===== src/rtl/uart_rx_bank_if.sv =====
// uart_rx_bank_if: host-side read/status port of the UART receiver bank
interface uart_rx_bank_if #(parameter int NCH = 4, parameter int DBITS = 8);
  localparam int SW = $clog2(NCH);
  logic [SW-1:0] sel;
  logic pull;
  logic clr;
  logic [DBITS-1:0] dout;
  logic [NCH-1:0] rx_empty;
  logic [NCH-1:0] rx_full;
  logic [NCH-1:0] frame_err;
  logic [NCH-1:0] overrun;
  modport master(output sel, pull, clr, input dout, rx_empty, rx_full, frame_err, overrun);
  modport slave(input sel, pull, clr, output dout, rx_empty, rx_full, frame_err, overrun);
endinterface


===== src/rtl/uart_rx_bank.sv =====
// uart_rx_bank: NCH-channel UART receiver with per-channel FIFOs and a select/pull read port
module uart_rx_bank #(
  parameter int NCH = 4,
  parameter int DBITS = 8,
  parameter int DEPTH = 4,
  parameter int DIV_W = 16
) (
  input  logic             clk,
  input  logic             reset,
  input  logic [DIV_W-1:0] div,
  input  logic [NCH-1:0]   en,
  input  logic [NCH-1:0]   rx,
  uart_rx_bank_if.slave    bus
);
  localparam int SW = $clog2(NCH);
  localparam int AW = $clog2(DEPTH);
  localparam int IW = $clog2(DBITS + 1);
  typedef enum logic [2:0] {IDLE, START, DATA, STOP, WAITHI} state_t;
  logic [DBITS-1:0] head [NCH];
  logic [NCH-1:0] empty_v, full_v, fe_v, ov_v;
  for (genvar i = 0; i < NCH; i++) begin : g_ch
    logic s1, s, sp;
    state_t st;
    logic [DIV_W-1:0] cnt;
    logic [IW-1:0] idx;
    logic [DBITS-1:0] sh;
    logic [DBITS-1:0] mem [DEPTH];
    logic [AW:0] wp, rp;
    logic tick, push, ferr, pop, wr, fe, ov;
    assign tick = cnt == '0;
    assign push = en[i] && st == STOP && tick && s;
    assign ferr = en[i] && st == STOP && tick && !s;
    assign empty_v[i] = wp == rp;
    assign full_v[i] = (wp ^ rp) == {1'b1, {AW{1'b0}}};
    assign pop = bus.pull && bus.sel == SW'(i) && !empty_v[i];
    // a push into a full FIFO only lands when a pop frees the slot in the same cycle
    assign wr = push && (!full_v[i] || pop);
    assign head[i] = mem[rp[AW-1:0]];
    assign fe_v[i] = fe;
    assign ov_v[i] = ov;
    // two-stage synchroniser plus one stage of history for falling-edge detection
    always_ff @(posedge clk or negedge reset)
      if (!reset) {s1, s, sp} <= '1;
      else {s1, s, sp} <= {rx[i], s1, s};
    // frame FSM: mid-bit start validation, LSB-first data, stop-bit framing check
    always_ff @(posedge clk or negedge reset)
      if (!reset) begin
        st <= IDLE;
        cnt <= '0;
        idx <= '0;
        sh <= '0;
      end else if (!en[i]) begin
        st <= IDLE;
        cnt <= '0;
      end else case (st)
        IDLE: if (sp && !s) begin
          cnt <= div >> 1;
          st <= START;
        end
        START: if (!tick) cnt <= cnt - 1'b1;
          else if (s) st <= IDLE;
          else begin
            cnt <= div;
            idx <= '0;
            st <= DATA;
          end
        DATA: if (!tick) cnt <= cnt - 1'b1;
          else begin
            sh <= {s, sh[DBITS-1:1]};
            cnt <= div;
            idx <= idx + 1'b1;
            st <= idx == IW'(DBITS - 1) ? STOP : DATA;
          end
        STOP: if (!tick) cnt <= cnt - 1'b1;
          else st <= s ? IDLE : WAITHI;
        WAITHI: if (s) st <= IDLE;
        default: st <= IDLE;
      endcase
    // FIFO storage, not reset: contents are only visible through valid pointers
    always_ff @(posedge clk)
      if (wr) mem[wp[AW-1:0]] <= sh;
    // FIFO pointers and sticky flags; a new error outranks a same-cycle clear
    always_ff @(posedge clk or negedge reset)
      if (!reset) begin
        wp <= '0;
        rp <= '0;
        fe <= 1'b0;
        ov <= 1'b0;
      end else begin
        wp <= wr ? wp + 1'b1 : wp;
        rp <= pop ? rp + 1'b1 : rp;
        fe <= ferr || (fe && !bus.clr);
        ov <= (push && !wr) || (ov && !bus.clr);
      end
  end
  assign bus.rx_empty = empty_v;
  assign bus.rx_full = full_v;
  assign bus.frame_err = fe_v;
  assign bus.overrun = ov_v;
  // read port: dout holds the last word popped; pulls on an empty channel leave it alone
  always_ff @(posedge clk or negedge reset)
    if (!reset) bus.dout <= '0;
    else if (bus.pull && !empty_v[bus.sel]) bus.dout <= head[bus.sel];
endmodule


===== src/flat_wrapper.sv =====
// flat-port wrapper written by rule: the top's interface ports become plain ports
module uart_rx_bank_flat 
#(
  parameter int NCH = 4,
  parameter int DBITS = 8,
  parameter int DEPTH = 4,
  parameter int DIV_W = 16
)
  (clk, reset, div, en, rx, bus_sel, bus_pull, bus_clr, bus_dout, bus_rx_empty, bus_rx_full, bus_frame_err, bus_overrun);
  uart_rx_bank_if #(.NCH(NCH), .DBITS(DBITS)) bus_i ();
  input  logic clk;
  input  logic reset;
  input  logic [DIV_W-1:0] div;
  input  logic [NCH-1:0] en;
  input  logic [NCH-1:0] rx;
  input wire logic [$bits(bus_i.sel)-1:0] bus_sel;
  input wire logic [$bits(bus_i.pull)-1:0] bus_pull;
  input wire logic [$bits(bus_i.clr)-1:0] bus_clr;
  output wire logic [$bits(bus_i.dout)-1:0] bus_dout;
  output wire logic [$bits(bus_i.rx_empty)-1:0] bus_rx_empty;
  output wire logic [$bits(bus_i.rx_full)-1:0] bus_rx_full;
  output wire logic [$bits(bus_i.frame_err)-1:0] bus_frame_err;
  output wire logic [$bits(bus_i.overrun)-1:0] bus_overrun;
  assign bus_i.sel = bus_sel;
  assign bus_i.pull = bus_pull;
  assign bus_i.clr = bus_clr;
  assign bus_dout = bus_i.dout;
  assign bus_rx_empty = bus_i.rx_empty;
  assign bus_rx_full = bus_i.rx_full;
  assign bus_frame_err = bus_i.frame_err;
  assign bus_overrun = bus_i.overrun;
  uart_rx_bank #(.NCH(NCH), .DBITS(DBITS), .DEPTH(DEPTH), .DIV_W(DIV_W)) u_core (.clk(clk), .reset(reset), .div(div), .en(en), .rx(rx), .bus(bus_i));
endmodule

===== config.mk =====
export PLATFORM = sky130hd
export DESIGN_NAME = uart_rx_bank_flat
export DESIGN_NICKNAME = d
export VERILOG_FILES = /design/src/rtl/uart_rx_bank_if.sv /design/src/rtl/uart_rx_bank.sv /design/src/flat_wrapper.sv
export SDC_FILE = /design/constraint.sdc
export NUM_CORES = 1
export LEC_CHECK = 0
export CELL_PAD_IN_SITES_DETAIL_PLACEMENT = 0
export CELL_PAD_IN_SITES_GLOBAL_PLACEMENT = 1
export CORE_MARGIN = 8
export CORE_UTILIZATION = 45
export CTS_CLUSTER_DIAMETER = 150
export DETAILED_ROUTE_END_ITERATION = 8
export GPL_TIMING_DRIVEN = 1
export MAX_ROUTING_LAYER = met4
export PLACE_DENSITY = 0.7
export SLEW_MARGIN = 20
export SYNTH_ARGS = -nofsm -noshare
export SYNTH_HDL_FRONTEND = slang
export SYNTH_SLANG_ARGS = --single-unit

===== constraint.sdc =====
create_clock -name clk -period 4.6 [get_ports clk]
set_input_delay 1.38 -clock clk [delete_from_list [all_inputs] [get_ports clk]]
set_output_delay 1.38 -clock clk [all_outputs]
set_load 0.01 [all_outputs]

Word level (Yosys, flattened, before mapping)
Memories as Yosys holds them, arrays and structs flattened.
Index checks and enable logic that the tools add are counted.
{ "word_totals": {"mem_bits_rw": 128, "output_inout_bits": 24, "in_bits": 30, "ff_bits": 176, "mem_count": 4} }
{ "mem_list": {"columns": ["name", "depth", "width", "read_ports", "rd_clocked_by_memory_dff", "write_ports", "line_no", "rtl"], "rows": [
  ["u_core.g_ch[0].mem", 4, 8, 1, 0, 1, "uart_rx_bank.sv:27", "logic [DBITS-1:0] mem [DEPTH];"],
  ["u_core.g_ch[1].mem", 4, 8, 1, 0, 1, "uart_rx_bank.sv:27", null],
  ["u_core.g_ch[2].mem", 4, 8, 1, 0, 1, "uart_rx_bank.sv:27", null],
  ["u_core.g_ch[3].mem", 4, 8, 1, 0, 1, "uart_rx_bank.sv:27", null]
]} }
{ "classes": {"n_bitwise": 5, "addsub": 16, "eq_ne": 75, "n_lt_le_gt_ge": 2, "reduce_logical": 104, "muxes": 97} }
{ "op_table": {"columns": ["cell", "count"], "rows": [
  ["16-bit two-way mux", 24],
  ["16-bit case mux with 4 select lines", 4],
  ["3-bit two-way mux", 28],
  ["16-bit zero test", 4],
  ["16-bit by 1-bit subtractor with 16-bit output (second input constant)", 4],
  ["3-bit by 2-bit inequality test with 1-bit output (second input constant)", 20],
  ["3-bit case mux with 5 select lines", 4],
  ["4-bit two-way mux", 12],
  ["1-bit logical AND", 45],
  ["5-bit AND reduction", 8],
  ["4-bit case mux with 2 select lines", 4],
  ["3-bit by 1-bit adder with 3-bit output (second input constant)", 8],
  ["3-bit by 2-bit equality test with 1-bit output (second input constant)", 8],
  ["3-bit equality test (second input constant)", 8],
  ["5-bit by 1-bit inequality test with 1-bit output (second input constant)", 4],
  ["1-bit zero test", 18],
  ["4-bit by 1-bit adder with 4-bit output (second input constant)", 4],
  ["8-bit binary-select mux with 2-bit select", 1],
  ["4-bit by 3-bit equality test with 1-bit output (second input constant)", 4],
  ["8-bit two-way mux", 2],
  ["2-bit by 1-bit inequality test with 1-bit output (second input constant)", 8],
  ["4-bit inequality test (second input constant)", 4],
  ["4-bit AND reduction", 4],
  ["1-bit two-way mux", 13],
  ["other kinds (17)", 56]
]} }

Longest topological paths before layout
{ "logic_depth": {"ltp_word": 8, "ltp_mapped": 11} }

Worst setup path before layout
OpenSTA, ideal clock, no wires.
{ "synth_timing": {"path_type": "in2reg", "startpoint": "in bus_sel[0]", "endpoint": "mem u_core.g_ch[1].mem[0][0] (enable)", "stages": 5, "n_path_buf": 1, "required_time_ns": 4.229, "setup_slack_ns": 1.659, "t_arrival_ns": 2.570, "setup_ns": 0.371, "cell_sequence": "buf_2 > nand2_1 > o21a_1 > nand3b_2 > nor2_1"} }
{ "synth_between": {"elab_chain_len": 7} }
{ "synth_lines": {"columns": ["item", "line_no", "rtl"], "rows": [
  ["start: declaration", "flat_wrapper.sv:16", "input wire logic [$bits(bus_i.sel)-1:0] bus_sel;"],
  ["2-bit by 1-bit equality test with 1-bit output", "uart_rx_bank.sv:35", "assign pop = bus.pull && bus.sel == SW'(i) && !empty_v[i];"],
  ["1-bit logical AND (2 in a row)", "uart_rx_bank.sv:35", null],
  ["1-bit logical OR", "uart_rx_bank.sv:37", "assign wr = push && (!full_v[i] || pop);"],
  ["1-bit logical AND", "uart_rx_bank.sv:37", null],
  ["1-bit two-way mux", "uart_rx_bank.sv:81", "if (wr) mem[wp[AW-1:0]] <= sh;"],
  ["1-bit two-way mux (not written as such)", "uart_rx_bank.sv:81", null],
  ["end: declaration", "uart_rx_bank.sv:27", null]
]} }
Every way passes these cells.

Worst setup path after layout
{ "layout_timing": {"startpoint": "reg u_core.g_ch[3].rp[1]", "endpoint": "out bus_rx_empty[3]"} }
{ "layout_between": {"elab_chain_len": 1} }
{ "layout_lines": {"columns": ["item", "line_no", "rtl"], "rows": [
  ["start: declaration", "uart_rx_bank.sv:28", "logic [AW:0] wp, rp;"],
  ["start signal: assignment", "uart_rx_bank.sv:91", "rp <= pop ? rp + 1'b1 : rp;"],
  ["3-bit equality test", "uart_rx_bank.sv:33", "assign empty_v[i] = wp == rp;"],
  ["end: declaration", "flat_wrapper.sv:20", "output wire logic [$bits(bus_i.rx_empty)-1:0] bus_rx_empty;"]
]} }
Every way passes these cells.

==> tab_implementation.tex <==
\begin{tabular}{lr}
\hline
Metric & Value \\
\hline
\multicolumn{2}{l}{\textbf{Run status}} \\
Outcome & completed \\
\multicolumn{2}{l}{\textbf{STA}} \\
Final period utilization & 83.25\% \\
Rel. slew slack & 40.85\% \\
TNS Setup & 0 ps \\
Max Transition Viols Final & 0 \\
Final setup violating endpoints & 0 \\
Setup repair after global routing missed its margin & no \\
Number of hold violations in the final report & 0 \\
Time the worst path needs with I/O delays and setup & 3830 ps \\
Max Clk Rate & 0.2611 GHz \\
Tightest Pin Transition & 881.4 ps \\
Worst clock skew on the final layout & 16.86 ps \\
\multicolumn{2}{l}{\textbf{Setup path}} \\
Cell with the biggest individual delay on the critical path & dfrtp\_1 \\
Signal arrival time at the worst endpoint & 2450 ps \\
Critical path buffer and inverter count & 1 \\
Critical path's top delay family & flip-flops \\
Delay of the slowest critical-path stage & 670 ps \\
Critical-path cell list & xnor2\_1 > nand2\_1 > nor2\_1 > clkdlybuf4s50\_1 \\
CP endpoint kind & output port \\
Crit Path Category & reg2out \\
Data required, critical path & 3220 ps \\
Startpoint class of the critical path & flip-flop \\
Largest driver fanout on the critical path & 11 \\
\multicolumn{2}{l}{\textbf{Logic synthesis}} \\
Main combinational cell family by area after synthesis & simple AND/OR/NAND/NOR gates \\
Fraction of the yosys area taken by sequential cells & 54.33\% \\
EDFF count, synth & 128 \\
Synth Area in Simple Gates & 14.88\% \\
Yosys top cell by area & dfrtp\_1 \\
Number of synthesized register bits & 304 \\
Fraction of synthesized area in multiplexers & 8.843\% \\
Synth area leaders & dfrtp\_1, edfxtp\_1, mux4\_2, nand2\_1, o21ai\_0 \\
Most instantiated flip-flop cell in the synthesis netlist & dfrtp\_1 \\
Netlist area before placement & 15210 um2 \\
Synth top area share & 26.98\% \\
Synth async-reset ratio & 57.89\% \\
Post-synthesis xor/xnor area fraction & 3.916\% \\
Syn Nets & 1371 \\
Cell with the most instances after synthesis & nand2\_1 \\
Count of mapped cells out of synthesis & 1313 \\
Top cells by instance count after synthesis & nand2\_1, dfrtp\_1, edfxtp\_1 \\
Synth warn & 0 \\
Adder and majority gate portion of the synthesized area & 2.303\% \\
Mean cell area of the mapped netlist & 11.58 um2 \\
Post-synthesis compound-gate area fraction & 12.49\% \\
Netlist cell types & 85 \\
\multicolumn{2}{l}{\textbf{Layout}} \\
Number of nets in the finished design & 1404 \\
Area Growth Syn to Fin & 12.82\% \\
Layout cells sized above 1 & 13.55\% \\
Count of inserted antenna diode cells & 0 \\
\multicolumn{2}{l}{\textbf{Die}} \\
Horizontal die dimension & 199.8 um \\
\# IOs & 54 \\
Die height & 199.8 um \\
Placement Rows & 67 \\
Core Region & 33450 um2 \\
Die area & 39940 um2 \\
Starting density of the core & 45.47\% \\
\multicolumn{2}{l}{\textbf{Pwr}} \\
Switching power as a share of total power & 33.04\% \\
Clock network power share & 30.6\% \\
Combinational fraction of design power & 28.9\% \\
PnR Total Power & 8.674 mW \\
Switching power total & 2.866 mW \\
Leakage power of the design & 6.819 nW \\
Design internal power & 5.808 mW \\
Part of the power in registers & 40.5\% \\
Maximum vdd drop & 353.4 uV \\
Total power density per cell area & 505.5 nW/um2 \\
\multicolumn{2}{l}{\textbf{Drt}} \\
DRC violation count after routing & 0 \\
Pre-Repair DR Iteration Count & 5 \\
Sum of routed wire length over all layers & 36920 um \\
Count of nets left with antenna violations after detail routing & 0 \\
DRC violation total after the first TritonRoute iteration & 790 \\
Total vias in the final route & 10.43k \\
Average wire per cell in the routed design & 20.28 um \\
Vias per cell & 5.728 \\
\multicolumn{2}{l}{\textbf{Clocking}} \\
Clock-pin slew of the registers on the worst-case setup and hold paths & 60 ps \\
Clock insertion delay at the later pin of the skew report & 510 ps \\
Total setup buffers inserted after CTS & 0 \\
Clock tree from TritonCTS & built \\
CTS Root Cell & clkbuf\_16 \\
Inserted Clock Buffers & 36 \\
Hold-fix buffers at CTS & 0 \\
Maximum buffer depth of the clock tree & 3 \\
Number of sinks handled by clock tree synthesis & 304 \\
PostCTS Resize Cnt & 0 \\
CTS H-tree lvls & 2 \\
\multicolumn{2}{l}{\textbf{GRT}} \\
Most heavily used metal layer in global routing & met2 \\
Global-route total usage across every layer & 19.28\% \\
Wire length of the first global-routing pass & 58920 um \\
Met3 track demand over resource in global routing & 2.582\% \\
Vias in the first global route & 10.22k \\
Met2 Usage GRT & 28.96\% \\
Number of antenna violations at the first check in global routing & 0 \\
GR met1 Demand/Resource & 27.18\% \\
GR Overflow Total & 0 \\
Maximum number of pins on one net before global-route repair & 75 \\
\multicolumn{2}{l}{\textbf{Placed design}} \\
Count of input and output buffers & 53 \\
Gp weighted congestion & 0.8397 \\
Post-detail-place hpwl & 25140 um \\
\multicolumn{2}{l}{\textbf{Min path}} \\
Worst hold-check path type & reg2reg \\
\multicolumn{2}{l}{\textbf{Flow run}} \\
Maxcap violations & 0 \\
\hline
\end{tabular}
cell families (layout without fill, tap and decap cells):
group	after synthesis	after routing
DFF	304	304
xor gates and xnor gates	68	68
AOI/OAI and AO/OA	294	294
buffers and inverters	106	166
and+or+nand+nor	436	436
adders and majority gates	28	28
muxes	77	77
registers in the layout, summed over array words and instances (netlist names), 8 cells and up:
name	flops
u_core.g_ch.cnt	64
u_core.g_ch.wp	12
u_core.g_ch.sh	32
u_core.g_ch.mem	128
u_core.g_ch.rp	12
u_core.bus.dout	8
u_core.g_ch.st	12
u_core.g_ch.idx	16
per-layer routing:
| layer | part of all wire [%] | vias to the layer above |
|---|---|---|
| li1 | - | 4921 |
| met1 | 47 | 5206 |
| met2 | 46 | 251 |
| met3 | 4.4 | 52 |
| met4 | 2.7 | 0 |
| met5 | 0 | - |
power groups by stage:
stage	clock [mW]	sequential, mW	combinational, mW
after global routing	2.82	3.57	2.78
after floorplan	0	3.37	1.98
after global placement	0	3.56	2.50
after detailed placement	0	3.56	2.52
after CTS	2.72	3.51	2.53
final	2.65	3.51	2.51
layout by cell type (no fill, tap or decap), drive strengths merged, types with 14 or more instances in the layout:
cell type,n
a21oi,54
a31oi,20
and2,17
buf,14
clkbuf,50
clkdlybuf4s50,52
dfrtp,164
edfxtp,128
ha,28
inv,35
mux2,31
mux4,41
nand2,178
nand2b,17
nand3,25
nand4,14
nor2,65
nor3,32
o211ai,32
o21ai,85
xnor2,35
xor2,33
final timing paths:
check / to / cells after the start / startpoint / slack, ps
setup / recovery: bus_rx_empty[3] / 4 / u_core.g_ch[3].rp[1]$_DFFE_PN0P_ / 770
hold / removal: u_core.g_ch[3].s$_DFF_PN1_ / 0 / u_core.g_ch[3].s1$_DFF_PN1_ / 350
setup reg to reg: u_core.g_ch[1].mem[1][4]$_DFFE_PP_ / 7 / u_core.g_ch[1].cnt[0]$_DFFE_PN0P_ / 1430
hold reg to reg: u_core.g_ch[3].s$_DFF_PN1_ / 0 / u_core.g_ch[3].s1$_DFF_PN1_ / 350
max in group asynchronous: u_core.bus.dout[3]$_DFFE_PN0P_ / 2 / reset / 2780
min in group asynchronous: u_core.g_ch[1].sh[0]$_DFFE_PN0P_ / 1 / reset / 890
stage by stage:
step / cells / setup slack [ps] / utilization [%] / hold WS (ps) / cell area, um2
floorplan: 1313 / 1659 / - / 345.2 / 15210
global route: 1821 / 622.2 / 51.30 / 361.6 / 17160
CTS: 1821 / 726.0 / 51.30 / 355.2 / 17160
detailed placement: 1756 / 861.3 / 48.00 / 347.5 / 16060
finish: 1821 / 770.4 / 51.30 / 354.1 / 17160
global placement: 1756 / 882.9 / 48.00 / 345.9 / 16060
cell type report:
cell class,instances,area (um2)
clock buffer,49,969.7
clock inverter,16,133.9
multi-input combinational,903,6454
sequential,304,8263
tap,448,560.5
fill,2948,16290
timing repair buffer,67,651.9
inverter,34,127.6
(Power assumes the default switching activity.)
